<file path="config.mk">
export PLATFORM = sky130hd
export DESIGN_NAME = uart_rx_cfg
export DESIGN_NICKNAME = d
export VERILOG_FILES = /design/src/rtl/uart_rx_cfg.sv
export SDC_FILE = /design/constraint.sdc
export NUM_CORES = 1
export LEC_CHECK = 0
export ABC_AREA = 0
export CORE_ASPECT_RATIO = 1.5
export CORE_MARGIN = 4
export CORE_UTILIZATION = 45
export DETAILED_ROUTE_END_ITERATION = 16
export GPL_TIMING_DRIVEN = 0
export HOLD_SLACK_MARGIN = 0.05
export PLACE_DENSITY = 0.72
export SETUP_SLACK_MARGIN = 0.05
export SYNTH_ARGS = -nofsm -noshare
export SYNTH_HDL_FRONTEND = slang
export SYNTH_SLANG_ARGS = --single-unit
</file>
<file path="constraint.sdc">
create_clock -name clk -period 2.4 [get_ports clk]
set_input_delay 0.36 -clock clk [delete_from_list [all_inputs] [get_ports clk]]
set_output_delay 0.36 -clock clk [all_outputs]
set_load 0.05 [all_outputs]
</file>
<file path="src/rtl/uart_rx_cfg.sv">
// Parametrised UART receiver: 2-flop synchroniser, 3-sample majority vote, false-start
// rejection, framing-error reporting. Optional parity check when UART_RX_PARITY_EN is defined.
//
// state  | meaning
// IDLE   | line idle, waiting for rx_s low
// START  | start bit; mid-bit vote confirms or rejects it
// DATA   | shifting DATA_BITS voted bits, LSB first
// PARITY | parity bit vote (UART_RX_PARITY_EN only)
// STOP   | checking STOP_BITS stop bits
// BREAK  | framing error seen; wait for line to return high
module uart_rx_cfg #(
    parameter int CLKS_PER_BIT = 434,
    parameter int DATA_BITS    = 8,
    parameter int STOP_BITS    = 1,
    parameter int PARITY_ODD   = 0
) (
    input  logic                 clk,
    input  logic                 rst_n,
    input  logic                 rx_serial,
    output logic [DATA_BITS-1:0] rx_byte,
    output logic                 rx_dv,
    output logic                 rx_frame_err,
    output logic                 rx_parity_err,
    output logic                 rx_busy
);

    localparam int CW = $clog2(CLKS_PER_BIT);
    localparam int M  = CLKS_PER_BIT / 2;

    localparam logic [CW-1:0] CNT_LAST = CW'(CLKS_PER_BIT - 1);
    localparam logic [CW-1:0] CNT_LO   = CW'(M - 1);
    localparam logic [CW-1:0] CNT_MID  = CW'(M);
    localparam logic [CW-1:0] CNT_HI   = CW'(M + 1);
    localparam logic [3:0]    LAST_BIT  = 4'(DATA_BITS - 1);
    localparam logic          LAST_STOP = 1'(STOP_BITS - 1);

    if (CLKS_PER_BIT < 8 || DATA_BITS < 5 || DATA_BITS > 9 ||
        (STOP_BITS != 1 && STOP_BITS != 2) || PARITY_ODD < 0 || PARITY_ODD > 1) begin : g_bad_cfg
        $error("uart_rx_cfg: unsupported parameter set");
    end

    typedef enum logic [2:0] {
        IDLE   = 3'd0,
        START  = 3'd1,
        DATA   = 3'd2,
        PARITY = 3'd3,
        STOP   = 3'd4,
        BREAK  = 3'd5
    } state_t;

    state_t               state, state_n;
    logic                 rx_meta, rx_s;
    logic [CW-1:0]        cnt, cnt_n, cnt_inc;
    logic [3:0]           bit_idx, bit_idx_n;
    logic                 stop_idx, stop_idx_n;
    logic [DATA_BITS-1:0] shreg, shreg_n;
    logic                 smp_a, smp_a_n, smp_b, smp_b_n;
    logic [DATA_BITS-1:0] byte_n;
    logic                 dv_n, ferr_n;
    logic                 vote, at_vote;

    always_ff @(posedge clk or negedge rst_n) begin
        if (!rst_n) begin
            rx_meta <= 1'b1;
            rx_s    <= 1'b1;
        end else begin
            rx_meta <= rx_serial;
            rx_s    <= rx_meta;
        end
    end

    // Third vote sample is the live rx_s at count M+1.
    assign vote    = (smp_a & smp_b) | (smp_a & rx_s) | (smp_b & rx_s);
    assign at_vote = (cnt == CNT_HI);
    assign cnt_inc = (cnt == CNT_LAST) ? '0 : cnt + CW'(1);
    assign rx_busy = (state != IDLE);

`ifdef UART_RX_PARITY_EN
    localparam logic PAR_ODD = (PARITY_ODD != 0);
    logic par_bad, par_bad_n, perr_n;
`endif

    always_ff @(posedge clk or negedge rst_n) begin
        if (!rst_n) begin
            state        <= IDLE;
            cnt          <= '0;
            bit_idx      <= '0;
            stop_idx     <= 1'b0;
            shreg        <= '0;
            smp_a        <= 1'b0;
            smp_b        <= 1'b0;
            rx_byte      <= '0;
            rx_dv        <= 1'b0;
            rx_frame_err <= 1'b0;
        end else begin
            state        <= state_n;
            cnt          <= cnt_n;
            bit_idx      <= bit_idx_n;
            stop_idx     <= stop_idx_n;
            shreg        <= shreg_n;
            smp_a        <= smp_a_n;
            smp_b        <= smp_b_n;
            rx_byte      <= byte_n;
            rx_dv        <= dv_n;
            rx_frame_err <= ferr_n;
        end
    end

`ifdef UART_RX_PARITY_EN
    always_ff @(posedge clk or negedge rst_n) begin
        if (!rst_n) begin
            par_bad       <= 1'b0;
            rx_parity_err <= 1'b0;
        end else begin
            par_bad       <= par_bad_n;
            rx_parity_err <= perr_n;
        end
    end
`else
    assign rx_parity_err = 1'b0;
`endif

    always_comb begin
        state_n    = state;
        cnt_n      = cnt_inc;
        bit_idx_n  = bit_idx;
        stop_idx_n = stop_idx;
        shreg_n    = shreg;
        smp_a_n    = (cnt == CNT_LO)  ? rx_s : smp_a;
        smp_b_n    = (cnt == CNT_MID) ? rx_s : smp_b;
        byte_n     = rx_byte;
        dv_n       = 1'b0;
        ferr_n     = 1'b0;
`ifdef UART_RX_PARITY_EN
        par_bad_n  = par_bad;
        perr_n     = 1'b0;
`endif
        case (state)
            IDLE: begin
                cnt_n      = '0;
                bit_idx_n  = '0;
                stop_idx_n = 1'b0;
`ifdef UART_RX_PARITY_EN
                par_bad_n  = 1'b0;
`endif
                if (!rx_s) state_n = START;
            end
            START: begin
                if (at_vote) state_n = vote ? IDLE : DATA;
            end
            DATA: begin
                if (at_vote) begin
                    shreg_n   = {vote, shreg[DATA_BITS-1:1]};
                    bit_idx_n = bit_idx + 4'd1;
                    if (bit_idx == LAST_BIT) begin
`ifdef UART_RX_PARITY_EN
                        state_n = PARITY;
`else
                        state_n = STOP;
`endif
                    end
                end
            end
`ifdef UART_RX_PARITY_EN
            PARITY: begin
                if (at_vote) begin
                    par_bad_n = vote ^ (^shreg) ^ PAR_ODD;
                    state_n   = STOP;
                end
            end
`endif
            STOP: begin
                if (at_vote) begin
                    if (!vote) begin
                        ferr_n  = 1'b1;
                        state_n = BREAK;
                    end else if (stop_idx == LAST_STOP) begin
                        // Leave at count M+2 so a start edge right after mid-stop is caught.
                        byte_n  = shreg;
                        dv_n    = 1'b1;
`ifdef UART_RX_PARITY_EN
                        perr_n  = par_bad;
`endif
                        state_n = IDLE;
                    end else begin
                        stop_idx_n = 1'b1;
                    end
                end
            end
            BREAK: begin
                cnt_n = '0;
                if (rx_s) state_n = IDLE;
            end
            default: state_n = IDLE;
        endcase
    end

endmodule

</file>
==> results.md, run 1 <==
- The final hold violation count is 0.
- The post-route fraction of the period consumed by the critical path is 0.885.
- The flow ran to the end, and the final reports show no timing, DRC or antenna violations.
- Setup repair after global routing left no endpoint under its margin.
- At the worst endpoint, the arrival time is approximately 1.8 ns.
- The worst-case IR drop observed on VDD is just under 0.0004 V.
- Among all stages on the critical path, the largest delay is contributed by dlygate4sd2_1.
- Counting flops with a built-in enable in the synthesized netlist gives 0.
- Summed over all cells, the static leakage comes to between 0.9 and 1 nW.
- The endpoint kind of the worst setup timing path is an output port.
- The weighted congestion reported at the end of routability-driven placement is between 0.8 and 0.9.
- The setup slack after layout is approximately 0.28 ns.
- In this run the clock root is driven by a clkbuf_8.
- The DRC violation count after routing is 0.
- The cell with the most instances after synthesis is dfrtp_1.
- The largest net degree at the start of global routing is 40.
- The share of the core filled with cells is 0.554.
- Measured along the x axis, the die boundary spans around 59 µm.
- The total power per unit cell area is 597 mW/mm².
- The post-CTS repair timing setup buffer count is 0.
- For the final database, setup skew stands at roughly 0.0054 ns.
- Synthesis instantiated 40 different standard cells from the library.
- The number of placed cells counting well taps is roughly 210.
- 15 I/O pins were placed.
- In this run the critical register-to-register path is captured at bit_idx[3].
- The number of global-route vias before repair is roughly 1200.
- From synthesis to final layout, the design area changed by 16.9%.
- The startpoint of the lowest-slack register-to-register path is cnt[2].
- After global routing the overflow that remains totals 0.
- The number of nets at the end of the flow is 180.
- CTS built an H-tree with a depth of 2.
- The die height is around 85 µm.
- In this run, CTS created clock tree buffers numbering 5.
- For this configuration, the core starts out at a cell density of 0.473.
- The number of antenna violations at the first check in global routing is 0.
- The number of filler cells placed in the layout is between 300 and 400.
- The final routed wire length divided by cell count is about 14 µm.
- TritonCTS built the clock tree.
- In the routed layout, each cell is associated on average with a via count of between 5 and 6.
- The delay contributed by the slowest stage of the critical path is 0.54 ns.
- Of the post-synthesis cell area, the dominant cell type holds 0.521.
- Setup slack on the worst reg-to-reg path comes out at about 0.45 ns.
- The classification of the worst-slack hold path is in -> async.
- The detail route stage leaves a number of antenna-violating nets equal to 0.
- The worst register-to-register path has a depth of 6.
- Measured against its own limit, the worst slew margin works out to 0.459.
- The post-route minimum period is 2.12 ns.
- The instance count of the mapped netlist is around 150.
- In this run the core area contains 27 standard-cell rows.
- The die covers roughly 0.0050 mm².
- The launching element type of the critical path is a register.
- Sorting the synthesized cells by area gives the leading types as dfrtp_1, mux2_2, xor2_1.
- After synthesis, the share of flip-flops with an asynchronous set or reset is 1.00.
- The post-synthesis register bit count is 39.
- After the flow finishes, the layout carries non-filler instances totaling 216.
- The synthesized netlist occupies a cell area of around 0.0018 mm².
- The clock sink count is 39.
- Traced cell by cell, the critical path runs through clkbuf_1 -> nor3_2 -> inv_1 -> dlygate4sd2_1.
- The fraction of layout cells with a size suffix above 1 is 0.214.
- Across every metal layer, demand over resource in global routing totals 0.138.
- The final number of max-transition violations was 0.
- The wire length of the first global-routing pass is between 5 and 6 mm.
- The area of the core is about 0.0037 mm².
- Overall power consumption after layout is estimated at 1.24 mW.
- At the pin with the least slew margin, the transition time is roughly 0.81 ns.
- A synthesized cell averages 11.7 µm².
- The setup-violating endpoint count in the final report is 0.
- The share of the Yosys chip area taken by registers is 0.551.
- The setup TNS after final layout is 0 ns.
- Port buffering added 13 buffers.
- The count of yosys warnings during synthesis is 0.
- Timing analysis after detailed placement gives a worst setup slack of 0.180 ns.
- The final antenna diode count is 0.
- At the worst endpoint, the required time is between 2 and 2.5 ns.
- Counting instances in the post-synthesis netlist gives the leading cell types as dfrtp_1, mux2_2, nor2_1.
- The register clock-pin slew on the reported worst setup and hold paths is 0.07 ns.
- The estimated wirelength of the detail-placed design is about 2.3 mm.
- Across the run, the number of max-cap violations was 0.
- The clock passes through at most 2 buffers.
- Counting every net in the synthesized netlist gives between 150 and 200.
- The predominant post-synthesis flop cell is dfrtp_1.
- For this block, the initial DRC count from the detailed router was 20.
- In this run the worst path has a maximum fanout of 10.
- For this block, the routed nets add up to between 3 and 4 mm of wire.
- The clock reaches the later pin of the worst-skew pair after approximately 0.29 ns.
- The synthesized design spends more area on one cell type than any other, namely dfrtp_1.
- The first detailed-routing pass took 4 iterations.
- The routed layout has 1180 vias.
- The worst setup path is of the reg -> out kind.
- The fmax is about 0.47 GHz.
registers in the layout, indices dropped and copies added (netlist names):
| name | count |
|---|---|
| rx_dv | 1 |
| bit_idx | 4 |
| rx_s | 1 |
| smp_b | 1 |
| rx_frame_err | 1 |
| state | 3 |
| rx_byte | 8 |
| shreg | 8 |
| rx_meta | 1 |
| smp_a | 1 |
| stop_idx | 1 |
| cnt | 9 |
layout make-up:
class	instances	area (µm²)	area share
Sequential cell	39	978	0.471
Multi-Input combinational cell	102	756	0.364
Timing Repair Buffer	13	124	0.0597
Clock buffer	6	82.6	0.0398
Tap cell	43	53.8	0.0259
Clock inverter	2	35.0	0.0169
Inverter	7	26.3	0.0127
Buffer	4	20.0	0.00964
metal layers:
| metal | track usage | routed length, µm |
|---|---|---|
| met1 | 0.140 | 1200 |
| met2 | 0.246 | 1680 |
| met3 | 0.0457 | 142 |
| met4 | 0.0639 | 69 |
| met5 | 0 | 0 |
cells in the final DEF (no fill, tap or decap), types with 2 or more instances in the layout:
master	count
dfrtp_1	37
mux2_2	18
nand3_1	5
and2_1	3
clkdlybuf4s50_1	11
and3_1	2
clkbuf_1	2
nand4_1	4
clkbuf_8	6
o21ai_0	2
a21oi_1	4
nor2_1	15
or3_1	2
inv_1	7
ha_1	5
xor2_1	8
nor4_1	3
buf_2	2
dfstp_2	2
nand2_1	9
nand4b_1	2
power breakdown:
group / leakage, nW / switching, mW / internal, mW
logic: 0.384 / 0.0153 / 0.00332
clock network: 0.0612 / 0.222 / 0.336
registers: 0.523 / 0.00154 / 0.660
through the flow:
step / cell area [µm²] / hold slack [ns]
final: 2080 / 0.156
after global routing: 2080 / 0.223
after detailed placement: 1950 / 0.348
after global placement: 1960 / 0.346
after CTS: 2070 / 0.197
after floorplan: 1780 / 0.0644
worst max path at each step:
stage	startpoint	slack [ns]	end	cells past startpoint
after floorplan	cnt[2]	0.69	shreg[0]	5
after global placement	rst_n	0.15	cnt[5]	1
after detailed placement	state[1]	0.18	rx_busy	4
after CTS	state[1]	0.13	rx_busy	4
after global routing	state[1]	0.16	rx_busy	4
final	state[1]	0.28	rx_busy	4
cell families after synthesis:
family,Yosys count,synth area share
and+or+nand+nor,56,0.178
DFF,39,0.551
muxes,19,0.120
AOI/OAI and AO/OA,11,0.0381
buffers and inverters,11,0.0261
xor gates and xnor gates,9,0.0444
adders and majority gates,6,0.0409
other,1,0.00211
critical path: cells and delay by family, from the launching register on:
kind	cells	cell delay, ns
buffers and inverters	3	1.00
AND/OR/NAND/NOR	1	0.12
flip-flops	1	0.35
timing repair:
action / CTS / global route
hold buffers: 0 / 0
resized for setup: 1 / 1
endpoints found under the setup margin: 1 / 1
hold endpoints to repair: 0 / 0
Note: power is estimated with default switching activity, not from simulation.
==> inputs of run 2 (changes only) <==
Settings changed: CELL_PAD_IN_SITES_DETAIL_PLACEMENT set to 1, CELL_PAD_IN_SITES_GLOBAL_PLACEMENT set to 1, CORE_MARGIN 4 to 3, PLACE_DENSITY 0.72 to 0.84.
==> run 2 against run 1 <==
Final area is 0.72% higher. Critical path depth stayed put. Final cell count unchanged. Via count grew 1.3%. Count of clock-buffer cells in the layout unchanged. Die area fell by 5.6%. Wire length rose by 20%. Sequential power is essentially flat. Clock power rose by 16%. Clock skew is 0.0013 ns higher. Largest cell class unchanged. Highest routed layer unchanged.
==> results.md, run 2 (synthesis results as in run 1) <==
- The area of the core is between 0.003 and 0.004 mm².
- The library cells used most frequently in the layout, excluding fill and tap cells, are dfrtp_1, mux2_2, nor2_1, clkdlybuf4s50_1, nand2_1.
- The type of the worst setup path is reg -> out.
- The number of global-route vias before repair is about 1400.
- The first global-routing pass estimated between 6 and 7 mm of wire.
- STA classifies the critical path endpoint as an output port.
- The H-tree generated during clock tree synthesis spans 2 levels.
- The initialized floorplan defines 27 standard-cell rows.
- The clock sink count is 39.
- For this configuration, the core starts out at a cell density of 0.473.
- The floorplan step set the die width to approximately 57 µm.
- Derived from the worst setup path, the maximum achievable clock frequency is ~0.46 GHz.
- The final number of max-transition violations is 0.
- For this block, the via count after detailed routing is 1195.
- The largest vdd supply drop is 0.000702 V.
- More flip-flops sit in one register than any other, and that register is cnt.
- The final hold violation count is 0.
- The largest registers in the layout are cnt (9), rx_byte (8), shreg (8).
- The overflow left after global routing is 0.
- In this run the clock root is driven by a clkbuf_8.
- Measured on the finished design, the core utilization comes to 0.558.
- The launching element type of the critical path is a register.
- Entering global routing, the biggest net connects 40 pins.
- Clock skew on the completed layout was measured at approximately 0.0067 ns.
- The standard cell with the maximum stage delay on the critical path is dlygate4sd2_1.
- The ratio of routed vias to standard cells is around 5.5.
- The final layout contains 180 nets.
- Compared with the post-synthesis result, the final layout area differs by 17.8%.
- The slew at the pin closest to its max-slew limit is 0.845 ns.
- The number of hold buffers added after cts is 0.
- The flow ran to the end, and the final reports show no timing, DRC or antenna violations.
- The buffer depth of the longest clock path is 2.
- The number of buffers inserted by port buffering is 13.
- In this run the cell area measured after placement is between 0.0015 and 0.002 mm².
- The clock network latency to the later pin of the worst-skew pair is between 0.2 and 0.3 ns.
- The repair_antennas step left the layout with diodes totalling 0.
- The setup slack after layout is about 0.23 ns.
- At the end of routability-driven placement, the weighted congestion stood at 0.760.
- The biggest fanout along the worst timing path is 10.
- Dividing the detail-routed wire length by the instance count gives roughly 17 µm.
- The CTS tree is yes.
- The required arrival time at the worst endpoint is 2.04 ns.
- The delay contributed by the slowest stage of the critical path is ~0.55 ns.
- The setup TNS after final layout is 0 ns.
- The number of buffers inserted during clock tree synthesis is 5.
- With fillers left out, the area of the finished cells amounts to about 0.0021 mm².
- The count of antenna-violating nets left after detailed routing is 0.
- Measured against its own limit, the worst slew margin works out to 0.437.
- The combined global-route utilization of all metal layers is 0.180.
- The leakage power is around 0.97 nW.
- Leaving out fill and tap cells, the most frequent cell in the layout is dfrtp_1.
- The data arrival time of the critical path is 1.81 ns.
- The setup-violating endpoint count in the final report is 0.
- The number of antenna violations at the first check in global routing is 0.
- The layout has approximately 400 filler cells.
- Before antenna repair, the detailed router went through 4 iterations.
- From bottom edge to top edge, the die measures roughly 83 µm.
- In this run the worst hold path is classified as in -> async.
- 15 I/O pins were placed.
- The flip-flop count of the largest register, all copies and words added is 9.
- Clock-pin slew was measured on the worst setup and hold paths at ~0.080 ns.
- The max capacitance violation total is 0.
- The number of placed cells counting well taps is between 200 and 250.
- Dividing the final minimum period by the clock period gives 0.906.
- The number of standard cells in the final layout excluding fillers is about 220.
- Dividing total power by cell area gives a power density of between 600 and 700 mW/mm².
- Before CTS, the worst setup slack after placement is about 0.18 ns.
- After legalization and detailed placement, the total HPWL measured between 2 and 3 mm.
- The die covers 0.00475 mm².
- Walking the worst path, the cells encountered are clkbuf_1 -> nor3_2 -> inv_1 -> dlygate4sd2_1.
- The overall routed net length is ~3.7 mm.
- The first-iteration detailed-routing DRC count is 23.
- Setup repair after global routing left no endpoint under its margin.
- The DRC violation count after routing is 0.
- The post-route minimum period is approximately 2.2 ns.
- The fraction of layout cells with a size suffix above 1 is 0.208.
## run 2: cell count changes in the layout (fill, tap and decap cells not counted), sizes merged
cell / previous run / this run
bufinv: 1 / 2
clkinv: 1 / 0
## run 2: final timing paths
| kind | start | to | slack [ns] | cells after the start |
|---|---|---|---|---|
| setup / recovery | state[1] | rx_busy | 0.23 | 4 |
| max in group asynchronous | rst_n | cnt[7] | 1.70 | 1 |
| setup reg to reg | cnt[2] | bit_idx[3] | 0.41 | 6 |
| hold reg to reg | rx_meta | rx_s | 0.36 | 0 |
| hold / removal | rst_n | bit_idx[2] | 0.17 | 1 |
| min in group clk | rx_meta | rx_s | 0.36 | 0 |
## run 2: layer usage
metal	track usage	part of all wire	routed length [µm]
met1	0.191	0.39	1430
met2	0.331	0.57	2130
met3	0.0467	0.031	114
met4	0.0612	0.0097	36
met5	0	0	0
## run 2: stage by stage
stage	total power, mW	hold WS, ns
after detailed placement	0.695	0.352
after global routing	1.38	0.234
after CTS	1.35	0.196
after floorplan	0.679	0.0644
after global placement	0.695	0.347
final	1.33	0.166
## run 2: cell type report
cell class	instances	area [µm²]	share of cell area
multi-input combinational	102	756	0.361
buffer	4	20.0	0.00958
clock inverter	2	60.1	0.0287
timing repair buffer	13	124	0.0592
sequential	39	978	0.468
tap	43	53.8	0.0257
clock buffer	6	72.6	0.0347
inverter	7	26.3	0.0126
## run 2: power by group
| group | internal [mW] | leakage (nW) | switching [mW] |
|---|---|---|---|
| Clock | 0.416 | 0.0654 | 0.231 |
| Sequential | 0.660 | 0.523 | 0.00194 |
| Combinational | 0.00333 | 0.384 | 0.0158 |
## run 2: critical path, delay by kind of cell, from the launching register on
family,cells,cell delay [ns]
flops,1,0.35
buf+inv,3,1.05
simple gates,1,0.12
## run 2: timing repair
action,4_1_cts,5_1_grt
buffers inserted,0,0
cloned,0,0
endpoints found under the setup margin,1,1
resized for setup,1,1
